File: src/rtl/bist_session_if.sv
// Bundle of host-side and datapath-side signals for one LBIST session controller.
//   master : test host / datapath side (drives start, abort, TPG_END, ORA_RES)
//   slave  : bist_session_ctrl side (drives TPG/ORA enables, status and counters)
// Ports carried:
//   start, abort          host requests
//   TPG_END, ORA_RES      datapath status sampled during RUN
//   TPG_RESET, TPG_EN     TPG control
//   ORA_EN                ORA compare enable
//   busy, done, pass      session status / verdict
//   err_count, pat_count  session counters
interface bist_session_if #(
  parameter int ERR_BITS = 8,
  parameter int PAT_BITS = 16
);
  logic                start;
  logic                abort;
  logic                TPG_END;
  logic                ORA_RES;
  logic                TPG_RESET;
  logic                TPG_EN;
  logic                ORA_EN;
  logic                busy;
  logic                done;
  logic                pass;
  logic [ERR_BITS-1:0] err_count;
  logic [PAT_BITS-1:0] pat_count;

  modport master (
    output start, abort, TPG_END, ORA_RES,
    input  TPG_RESET, TPG_EN, ORA_EN, busy, done, pass, err_count, pat_count
  );

  modport slave (
    input  start, abort, TPG_END, ORA_RES,
    output TPG_RESET, TPG_EN, ORA_EN, busy, done, pass, err_count, pat_count
  );
endinterface

File: src/rtl/bist_session_ctrl.sv
// LBIST session sequencer. Holds the TPG in reset for SETUP_CYCLES, applies patterns
// until TPG_END (or the error limit is crossed when STOP_ON_FAIL=1), counts patterns
// and ORA mismatches with saturating counters, and registers a pass/fail verdict.
// Ports:
//   clk    system clock, rising edge
//   rst_n  asynchronous active-low reset
//   bus    bist_session_if.slave (start/abort/TPG_END/ORA_RES in;
//          TPG_RESET/TPG_EN/ORA_EN/busy/done/pass/err_count/pat_count out)
//
// state | meaning
// IDLE  | waiting for start, TPG held in reset
// SETUP | TPG held in reset for SETUP_CYCLES cycles
// RUN   | one pattern applied and compared per cycle
// DONE  | verdict valid, counters frozen
module bist_session_ctrl #(
  parameter int ERR_BITS     = 8,
  parameter int PAT_BITS     = 16,
  parameter int SETUP_CYCLES = 3,
  parameter int ERR_LIMIT    = 0,
  parameter int STOP_ON_FAIL = 0
) (
  input  logic            clk,
  input  logic            rst_n,
  bist_session_if.slave   bus
);

  localparam logic [1:0] IDLE  = 2'd0;
  localparam logic [1:0] SETUP = 2'd1;
  localparam logic [1:0] RUN   = 2'd2;
  localparam logic [1:0] DONE  = 2'd3;

  localparam int               SC_W       = (SETUP_CYCLES > 1) ? $clog2(SETUP_CYCLES) : 1;
  localparam logic [SC_W-1:0]  SETUP_LAST = SC_W'(SETUP_CYCLES - 1);
  localparam logic [ERR_BITS-1:0] ERR_LIM = ERR_BITS'(ERR_LIMIT);

  logic [1:0]          state;
  logic [SC_W-1:0]     setup_cnt;
  logic [ERR_BITS-1:0] err_cnt;
  logic [PAT_BITS-1:0] pat_cnt;
  logic                pass_q;

  logic [ERR_BITS-1:0] err_nxt;
  logic [PAT_BITS-1:0] pat_nxt;
  logic                stop_hit;

  // Post-update counter values for the current RUN cycle; the verdict and the
  // early-stop decision both look at the count including this cycle's mismatch.
  always_comb begin
    pat_nxt = pat_cnt;
    err_nxt = err_cnt;
    if (pat_cnt != '1) pat_nxt = pat_cnt + PAT_BITS'(1);
    if (bus.ORA_RES && (err_cnt != '1)) err_nxt = err_cnt + ERR_BITS'(1);
    stop_hit = (STOP_ON_FAIL != 0) && (err_nxt > ERR_LIM);
  end

  always_ff @(posedge clk or negedge rst_n) begin
    if (!rst_n) begin
      state     <= IDLE;
      setup_cnt <= '0;
      err_cnt   <= '0;
      pat_cnt   <= '0;
      pass_q    <= 1'b0;
    end else if (bus.abort) begin
      // counters deliberately left as-is so the aborted session can be inspected
      state  <= IDLE;
      pass_q <= 1'b0;
    end else begin
      case (state)
        IDLE, DONE: begin
          if (bus.start) begin
            state     <= SETUP;
            setup_cnt <= '0;
            err_cnt   <= '0;
            pat_cnt   <= '0;
            pass_q    <= 1'b0;
          end
        end
        SETUP: begin
          if (setup_cnt == SETUP_LAST) state <= RUN;
          else setup_cnt <= setup_cnt + SC_W'(1);
        end
        RUN: begin
          pat_cnt <= pat_nxt;
          err_cnt <= err_nxt;
          if (bus.TPG_END || stop_hit) begin
            state  <= DONE;
            pass_q <= (err_nxt <= ERR_LIM);
          end
        end
        default: state <= IDLE;
      endcase
    end
  end

  assign bus.TPG_RESET = (state != RUN);
  assign bus.TPG_EN    = (state == RUN);
  assign bus.ORA_EN    = (state == RUN);
  assign bus.busy      = (state == SETUP) || (state == RUN);
  assign bus.done      = (state == DONE);
  assign bus.pass      = pass_q;
  assign bus.err_count = err_cnt;
  assign bus.pat_count = pat_cnt;

endmodule

File: src/flat_wrapper.sv
// flat-port wrapper written by rule: the top's interface ports become plain ports
module bist_session_ctrl_flat 
#(
  parameter int ERR_BITS     = 8,
  parameter int PAT_BITS     = 16,
  parameter int SETUP_CYCLES = 3,
  parameter int ERR_LIMIT    = 0,
  parameter int STOP_ON_FAIL = 0
)
  (clk, rst_n, bus_start, bus_abort, bus_TPG_END, bus_ORA_RES, bus_TPG_RESET, bus_TPG_EN, bus_ORA_EN, bus_busy, bus_done, bus_pass, bus_err_count, bus_pat_count);
  bist_session_if #(.ERR_BITS(ERR_BITS), .PAT_BITS(PAT_BITS)) bus_i ();
  input  logic clk;
  input  logic rst_n;
  input wire logic [$bits(bus_i.start)-1:0] bus_start;
  input wire logic [$bits(bus_i.abort)-1:0] bus_abort;
  input wire logic [$bits(bus_i.TPG_END)-1:0] bus_TPG_END;
  input wire logic [$bits(bus_i.ORA_RES)-1:0] bus_ORA_RES;
  output wire logic [$bits(bus_i.TPG_RESET)-1:0] bus_TPG_RESET;
  output wire logic [$bits(bus_i.TPG_EN)-1:0] bus_TPG_EN;
  output wire logic [$bits(bus_i.ORA_EN)-1:0] bus_ORA_EN;
  output wire logic [$bits(bus_i.busy)-1:0] bus_busy;
  output wire logic [$bits(bus_i.done)-1:0] bus_done;
  output wire logic [$bits(bus_i.pass)-1:0] bus_pass;
  output wire logic [$bits(bus_i.err_count)-1:0] bus_err_count;
  output wire logic [$bits(bus_i.pat_count)-1:0] bus_pat_count;
  assign bus_i.start = bus_start;
  assign bus_i.abort = bus_abort;
  assign bus_i.TPG_END = bus_TPG_END;
  assign bus_i.ORA_RES = bus_ORA_RES;
  assign bus_TPG_RESET = bus_i.TPG_RESET;
  assign bus_TPG_EN = bus_i.TPG_EN;
  assign bus_ORA_EN = bus_i.ORA_EN;
  assign bus_busy = bus_i.busy;
  assign bus_done = bus_i.done;
  assign bus_pass = bus_i.pass;
  assign bus_err_count = bus_i.err_count;
  assign bus_pat_count = bus_i.pat_count;
  bist_session_ctrl #(.ERR_BITS(ERR_BITS), .PAT_BITS(PAT_BITS), .SETUP_CYCLES(SETUP_CYCLES), .ERR_LIMIT(ERR_LIMIT), .STOP_ON_FAIL(STOP_ON_FAIL)) u_core (.clk(clk), .rst_n(rst_n), .bus(bus_i));
endmodule
File: config.mk
export PLATFORM = sky130hd
export DESIGN_NAME = bist_session_ctrl_flat
export DESIGN_NICKNAME = d
export VERILOG_FILES = /design/src/rtl/bist_session_if.sv /design/src/rtl/bist_session_ctrl.sv /design/src/flat_wrapper.sv
export SDC_FILE = /design/constraint.sdc
export NUM_CORES = 1
export LEC_CHECK = 0
export CAP_MARGIN = 20
export CELL_PAD_IN_SITES_DETAIL_PLACEMENT = 0
export CELL_PAD_IN_SITES_GLOBAL_PLACEMENT = 1
export CORE_UTILIZATION = 36
export CTS_BUF_LIST = sky130_fd_sc_hd__clkbuf_4
export CTS_CLUSTER_DIAMETER = 40
export CTS_CLUSTER_SIZE = 14
export DETAILED_ROUTE_END_ITERATION = 10
export GPL_TIMING_DRIVEN = 0
export PLACE_DENSITY_LB_ADDON = 0.25
export SETUP_SLACK_MARGIN = 0.4
export SLEW_MARGIN = 15
export SYNTH_ARGS = -nofsm -noshare
export SYNTH_HDL_FRONTEND = slang
export SYNTH_SLANG_ARGS = --single-unit
File: constraint.sdc
create_clock -name clk -period 2.12 [get_ports clk]
set_input_delay 0.424 -clock clk [delete_from_list [all_inputs] [get_ports clk]]
set_output_delay 0.424 -clock clk [all_outputs]
set_load 0.01 [all_outputs]
==> results.cfg, run 1 <==
[placed_design]
finalWeightedCongestion = 0.782
numPortBuffers = 34
place_hpwl_mm = 3.16
placed_area_um2 = 2320

[power_and_ir_drop]
p_leak_nw = 1.45
seqPwrFrac = 0.267
power.switching_mw = 0.940
clkPwrFrac = 0.145
power_density_nw_per_um2 = 791
swShare = 0.385
peakVddDrop_mv = 0.436
power.internal_mw = 1.50
combPwrFrac = 0.588

[clock_network]
cts_buffers = 5
tritoncts = built
clk_latency_ns = 0.34
cts.clk_slew.worst_paths_ns = 0.10
clock-root-buffer = clkbuf_4
cts.sinks = 29
clockBufferDepth = 2
htree_levels = 2

[timing]
finalMaxSlewViolations = 0
max_freq_ghz = 0.508
finClkSkew_ns = 0.0103
finalHoldViolCount = 0
rsz0062_at_grt = yes
slew_headroom = 0.527
tns_ns = 0
finalSetupViolations = 0
tightest_slew_ns = 0.709
period_minus_slack_ns = 1.97
period_share = 0.928

[route]
drt_pass1_iterations = 5
post_drt_wl_per_cell_um = 15.7
viasPerCell = 5.32
first_iter_violations = 77
via_count = 1914
ant_nets = 0
routed_wl_mm = 5.65
drcViolationCount = 0

[finish]
diodes = 0
fin_nets = 304
fin_area_um2 = 3090
syn2layout_area_growth_pct = 69.8
layout-drive-gt1-share = 0.474
final.fill_count = 417

[yosys]
netlist_top_cells_area = dfrtp_1 (40%), nand2_1 (4.7%), ha_1 (4.1%)
ys_top_cells_by_count = dfrtp_1 (29), nand2_1 (23), nor2_1 (18), o21ai_0 (15), inv_1 (13)
synth_ff_type = dfrtp_1
synthArstFlopShare = 1.00
syn_inst = 200
synth_edf_count = 0
yosysTopAreaCellShare = 0.399
synth_most_common_cell = dfrtp_1
synth.cell_area_um2 = 1820
synth_seq_cells = 29
avgSynthCellArea_um2 = 9.10
yosysTopAreaCell = dfrtp_1
synth_fp_nets = 212
synth_warnings = 0
ys_types = 53
yosysSeqAreaShare = 0.399

[setup_path]
critPathCaptureType = flop
cp_max_fo = 5
arrival_ns = 2.25
worstSetupStartpointType = flop
worstPathRequired_ns = 2.40
path_class = reg2reg

[floorplanning]
initial_core_util = 0.380
core_um2 = 4790
io-pin-count = 36
die_area_um2 = 5340
rows = 25
die_w_um = 73.1
die_h_um = 73.1

[grt]
track_usage = 0.213
grt_max_degree = 30
antenna_found_initial = 0
grt_pass1_wl_mm = 8.45
grt_pass1_vias = 1723
grt_overflow_total = 0

[status]
status = completed

[worst_hold_path]
hp-class = in2async

[job]
max-cap-violations = 0
critical path: stages, from the launching register on:
cell	delay, ns
dfrtp_1	0.39
inv_2	0.06
ha_4	0.26
and2b_4	0.21
or3_4	0.14
buf_6	0.12
nor2_4	0.05
buf_4	0.13
or4_1	0.49
nand2_1	0.07
state kept, by name, indices dropped and copies added (netlist names):
signal,flops
u_core.bus.pass,1
u_core.bus.pat_count,16
u_core.state,2
u_core.bus.err_count,8
u_core.setup_cnt,2
routing by layer:
| layer | vias to the layer above | track usage | wire [um] |
|---|---|---|---|
| met2 | 54 | 0.342 | 2680 |
| met4 | 0 | 0.0806 | 174 |
| met5 | - | 0 | 0 |
| met1 | 929 | 0.281 | 2540 |
| li1 | 914 | - | - |
| met3 | 17 | 0.0428 | 253 |
stage by stage:
stage	hold WS (ns)	total power [mW]	worst slack (ns)	utilization	cells
final	0.119	2.44	0.153	0.645	360
after detailed placement	0.489	1.52	-0.328	0.484	301
after global routing	0.141	2.57	0.0236	0.645	360
after CTS	0.132	2.26	0.124	0.592	350
after global placement	0.487	1.51	-0.318	0.485	301
after floorplan	0.128	1.23	0.201	-	200
power groups by stage:
stage | clock network, mW | logic (mW) | registers, mW
final | 0.354 | 1.44 | 0.652
after global routing | 0.391 | 1.52 | 0.657
after CTS | 0.367 | 1.24 | 0.650
after detailed placement | 0 | 0.831 | 0.687
after global placement | 0 | 0.828 | 0.686
after floorplan | 0 | 0.542 | 0.686
cell families (layout without fill, tap and decap cells):
group           after synthesis  in the layout  synth area share
simple gates                 84             84             0.257
xor+xnor                      6              6            0.0289
compound gates               51             51             0.200
flops                        29             29             0.399
mux                           3              3            0.0172
fa+ha+maj                     6              6            0.0413
buf+inv                      21            114            0.0564
path summary, 6_finish.rpt:
path	start	endpoint	slack, ns	depth (start not counted)
worst min register to register	u_core.setup_cnt[0]	u_core.setup_cnt[0]	0.52	1
worst min-delay path	rst_n	u_core.bus.err_count[1]	0.12	1
min in group clk	bus_abort	u_core.state[1]	0.43	2
max in group asynchronous	rst_n	u_core.bus.pat_count[10]	1.49	1
worst max register to register	u_core.state[0]	u_core.bus.pat_count[12]	0.15	9
worst max-delay path	u_core.state[0]	u_core.bus.pat_count[12]	0.15	9
repair_timing:
item	CTS	global route
cloned	1	0
buffers inserted	40	10
setup endpoints to repair	54	38
gates resized for setup	74	44
pin swaps	24	16
hold buffers	0	0
placed cells by master (no fill, tap or decap), types with 5 or more instances in the layout:
cell type,count
inv_1,11
clkdlybuf4s50_1,8
nand2_1,18
o21ai_0,6
nor2_4,5
dlymetal6s2s_1,8
dlygate4sd2_1,13
clkbuf_4,7
nor2_1,11
dfrtp_1,18
a21oi_2,6
buf_4,41
o21ai_1,7
buf_6,14
dfrtp_2,11
final cells by class:
class	instances	area, um^2	share of cell area
Tap cell	67	83.8	0.0271
Sequential cell	29	739	0.239
Clock inverter	1	3.75	0.00122
Buffer	8	105	0.0340
Multi-Input combinational cell	150	1280	0.415
Inverter	13	48.8	0.0158
Timing Repair Buffer	85	774	0.251
Clock buffer	7	52.6	0.0170
Power figures use the tool's default switching activity.
==> run 2, diff against run 1 <==
==> constraint.sdc (replaced) <==
create_clock -name clk -period 2.12 [get_ports clk]
set_input_delay 0.424 -clock clk [delete_from_list [all_inputs] [get_ports clk]]
set_output_delay 0.424 -clock clk [all_outputs]
set_load 0.02 [all_outputs]
==> run 2 against run 1 <==
- count of clock-buffer cells in the layout fell by 2
- combinational power increased by 9%
- sequential cell count is the same
- sequential power is 1% higher
- sequential share of layout area grew 0.67 points
- critical endpoint is now u_core.bus.pat_count[6]
- largest cell class unchanged
- largest power group unchanged
==> results.cfg, run 2 (same netlist as run 1, synthesis figures left out) <==
[route]
ant_nets = 0
viasPerCell = 5.24
via_count = 1866
post_drt_wl_per_cell_um = 14.9
drt_pass1_iterations = 4
drcViolationCount = 0
first_iter_violations = 79
routed_wl_mm = 5.31

[finish]
regArea_um2 = 737
fin_nets = 300
final_cell_mix = buf_4 (37), dlygate4sd2_1 (25), nand2_1 (20), dfrtp_1 (20), buf_6 (15)
largest_reg_flops = 16
layout_commonest_cell = buf_4
syn2layout_area_growth_pct = 64.6
layout-drive-gt1-share = 0.450
fin_area_um2 = 3000
diodes = 0
multiInputGateArea_um2 = 1250
final.fill_count = 400

[setup_path]
critPathSlowestCell = dfrtp_1
worstPathRequired_ns = 2.40
cp_max_fo = 5
arrival_ns = 2.25
worstSetupStartpointType = flop
cp_cell_sequence = inv_2, ha_4, and2b_4, nor3_4, buf_4, o31ai_4, or4_1, a21oi_1
max_stage_delay_ns = 0.41
critPathCaptureType = flop
path_class = reg2reg

[grt]
gr-usage-met3 = 0.0456
grt_pass1_wl_mm = 8.54
track_usage = 0.212
met1_usage = 0.276
busiest_layer = met2
antenna_found_initial = 0
grt_max_degree = 30
grt_pass1_vias = 1737
gr-usage-met2 = 0.340
grt_overflow_total = 0

[clock_network]
cts.sinks = 29
clockBufferDepth = 2
cts_buffers = 5
clock-root-buffer = clkbuf_4
clk_latency_ns = 0.35
cts.clk_slew.worst_paths_ns = 0.11
htree_levels = 2
tritoncts = built
hold_buffers = 0

[timing]
slew_headroom = 0.549
setup_ws_ns = 0.157
tns_ns = 0
period_share = 0.926
max_freq_ghz = 0.509
finalHoldViolCount = 0
finalSetupViolations = 0
finClkSkew_ns = 0.0171
period_minus_slack_ns = 1.96
tightest_slew_ns = 0.676
rsz0062_at_grt = yes
finalMaxSlewViolations = 0

[floorplanning]
die_h_um = 73.1
initial_core_util = 0.380
core_um2 = 4790
io-pin-count = 36
die_w_um = 73.1
rows = 25
die_area_um2 = 5340

[power_and_ir_drop]
power_density_nw_per_um2 = 856
p_leak_nw = 1.35
peakVddDrop_mv = 0.509

[placed_design]
numPortBuffers = 34
dp_slack_ns = -0.361
place_hpwl_mm = 3.06
finalWeightedCongestion = 0.780
placed_area_um2 = 2310

[job]
max-cap-violations = 0

[status]
status = completed

[worst_hold_path]
hp-class = in2async
## run 2: worst max-delay path, delay by kind of cell, from the launching register on
| family | cells | cell delay (ns) |
|---|---|---|
| AOI/OAI and AO/OA | 2 | 0.20 |
| DFF | 1 | 0.41 |
| adders and majority gates | 1 | 0.20 |
| and+or+nand+nor | 3 | 0.83 |
| buffers and inverters | 2 | 0.27 |
## run 2: path summary, 6_finish.rpt
path / startpoint / endpoint / slack (ns) / depth (start not counted)
setup / recovery: u_core.state[0] / u_core.bus.pat_count[6] / 0.16 / 8
hold / removal: rst_n / u_core.bus.pat_count[1] / 0.1 / 1
setup reg to reg: u_core.state[0] / u_core.bus.pat_count[6] / 0.16 / 8
hold reg to reg: u_core.setup_cnt[0] / u_core.setup_cnt[0] / 0.51 / 1
max in group asynchronous: rst_n / u_core.bus.pat_count[10] / 1.54 / 1
min in group clk: bus_abort / u_core.state[1] / 0.44 / 2
## run 2: metal layers
layer	part of all wire	vias up	routed length, um
li1	-	914	-
met2	0.48	47	2540
met5	0	-	0
met4	0.017	0	89
met1	0.46	896	2440
met3	0.044	9	236
## run 2: power by group
group | internal, mW | total (mW) | switching, mW
sequential | 0.608 | 0.661 | 0.0534
combinational | 0.831 | 1.57 | 0.739
clock | 0.120 | 0.335 | 0.215
## run 2: layout make-up
type                    instances  area share
repair buffers                 81       0.235
clock inverters                 3     0.00418
flip-flops and latches         29       0.246
clock buffers                   5      0.0125
multi-input cells             150       0.418
well taps                      67      0.0280
inverters                      13      0.0180
plain buffers                   8      0.0384
## run 2: timing repair
action                                  in CTS  in global routing
gates resized for setup                     87                 40
endpoints found under the setup margin      57                 32
gates cloned                                 1                  0
setup buffers                               37                  9
pin swaps                                   31                  7
## run 2: per-stage QoR
| step | total power, mW | std cells | hold WS [ns] | utilization |
|---|---|---|---|---|
| after global placement | 1.54 | 301 | 0.484 | 0.483 |
| after CTS | 2.33 | 347 | 0.136 | 0.582 |
| after floorplan | 1.27 | 200 | 0.128 | - |
| after detailed placement | 1.55 | 301 | 0.483 | 0.482 |
| final | 2.57 | 356 | 0.0990 | 0.626 |
| after global routing | 2.71 | 356 | 0.146 | 0.626 |
==> run 3, diff against run 2 <==
Settings changed: CTS_CLUSTER_SIZE 14 to 10.
==> results of run 3 <==
No change in the layout: final DEF, timing and power equal those of run 2.
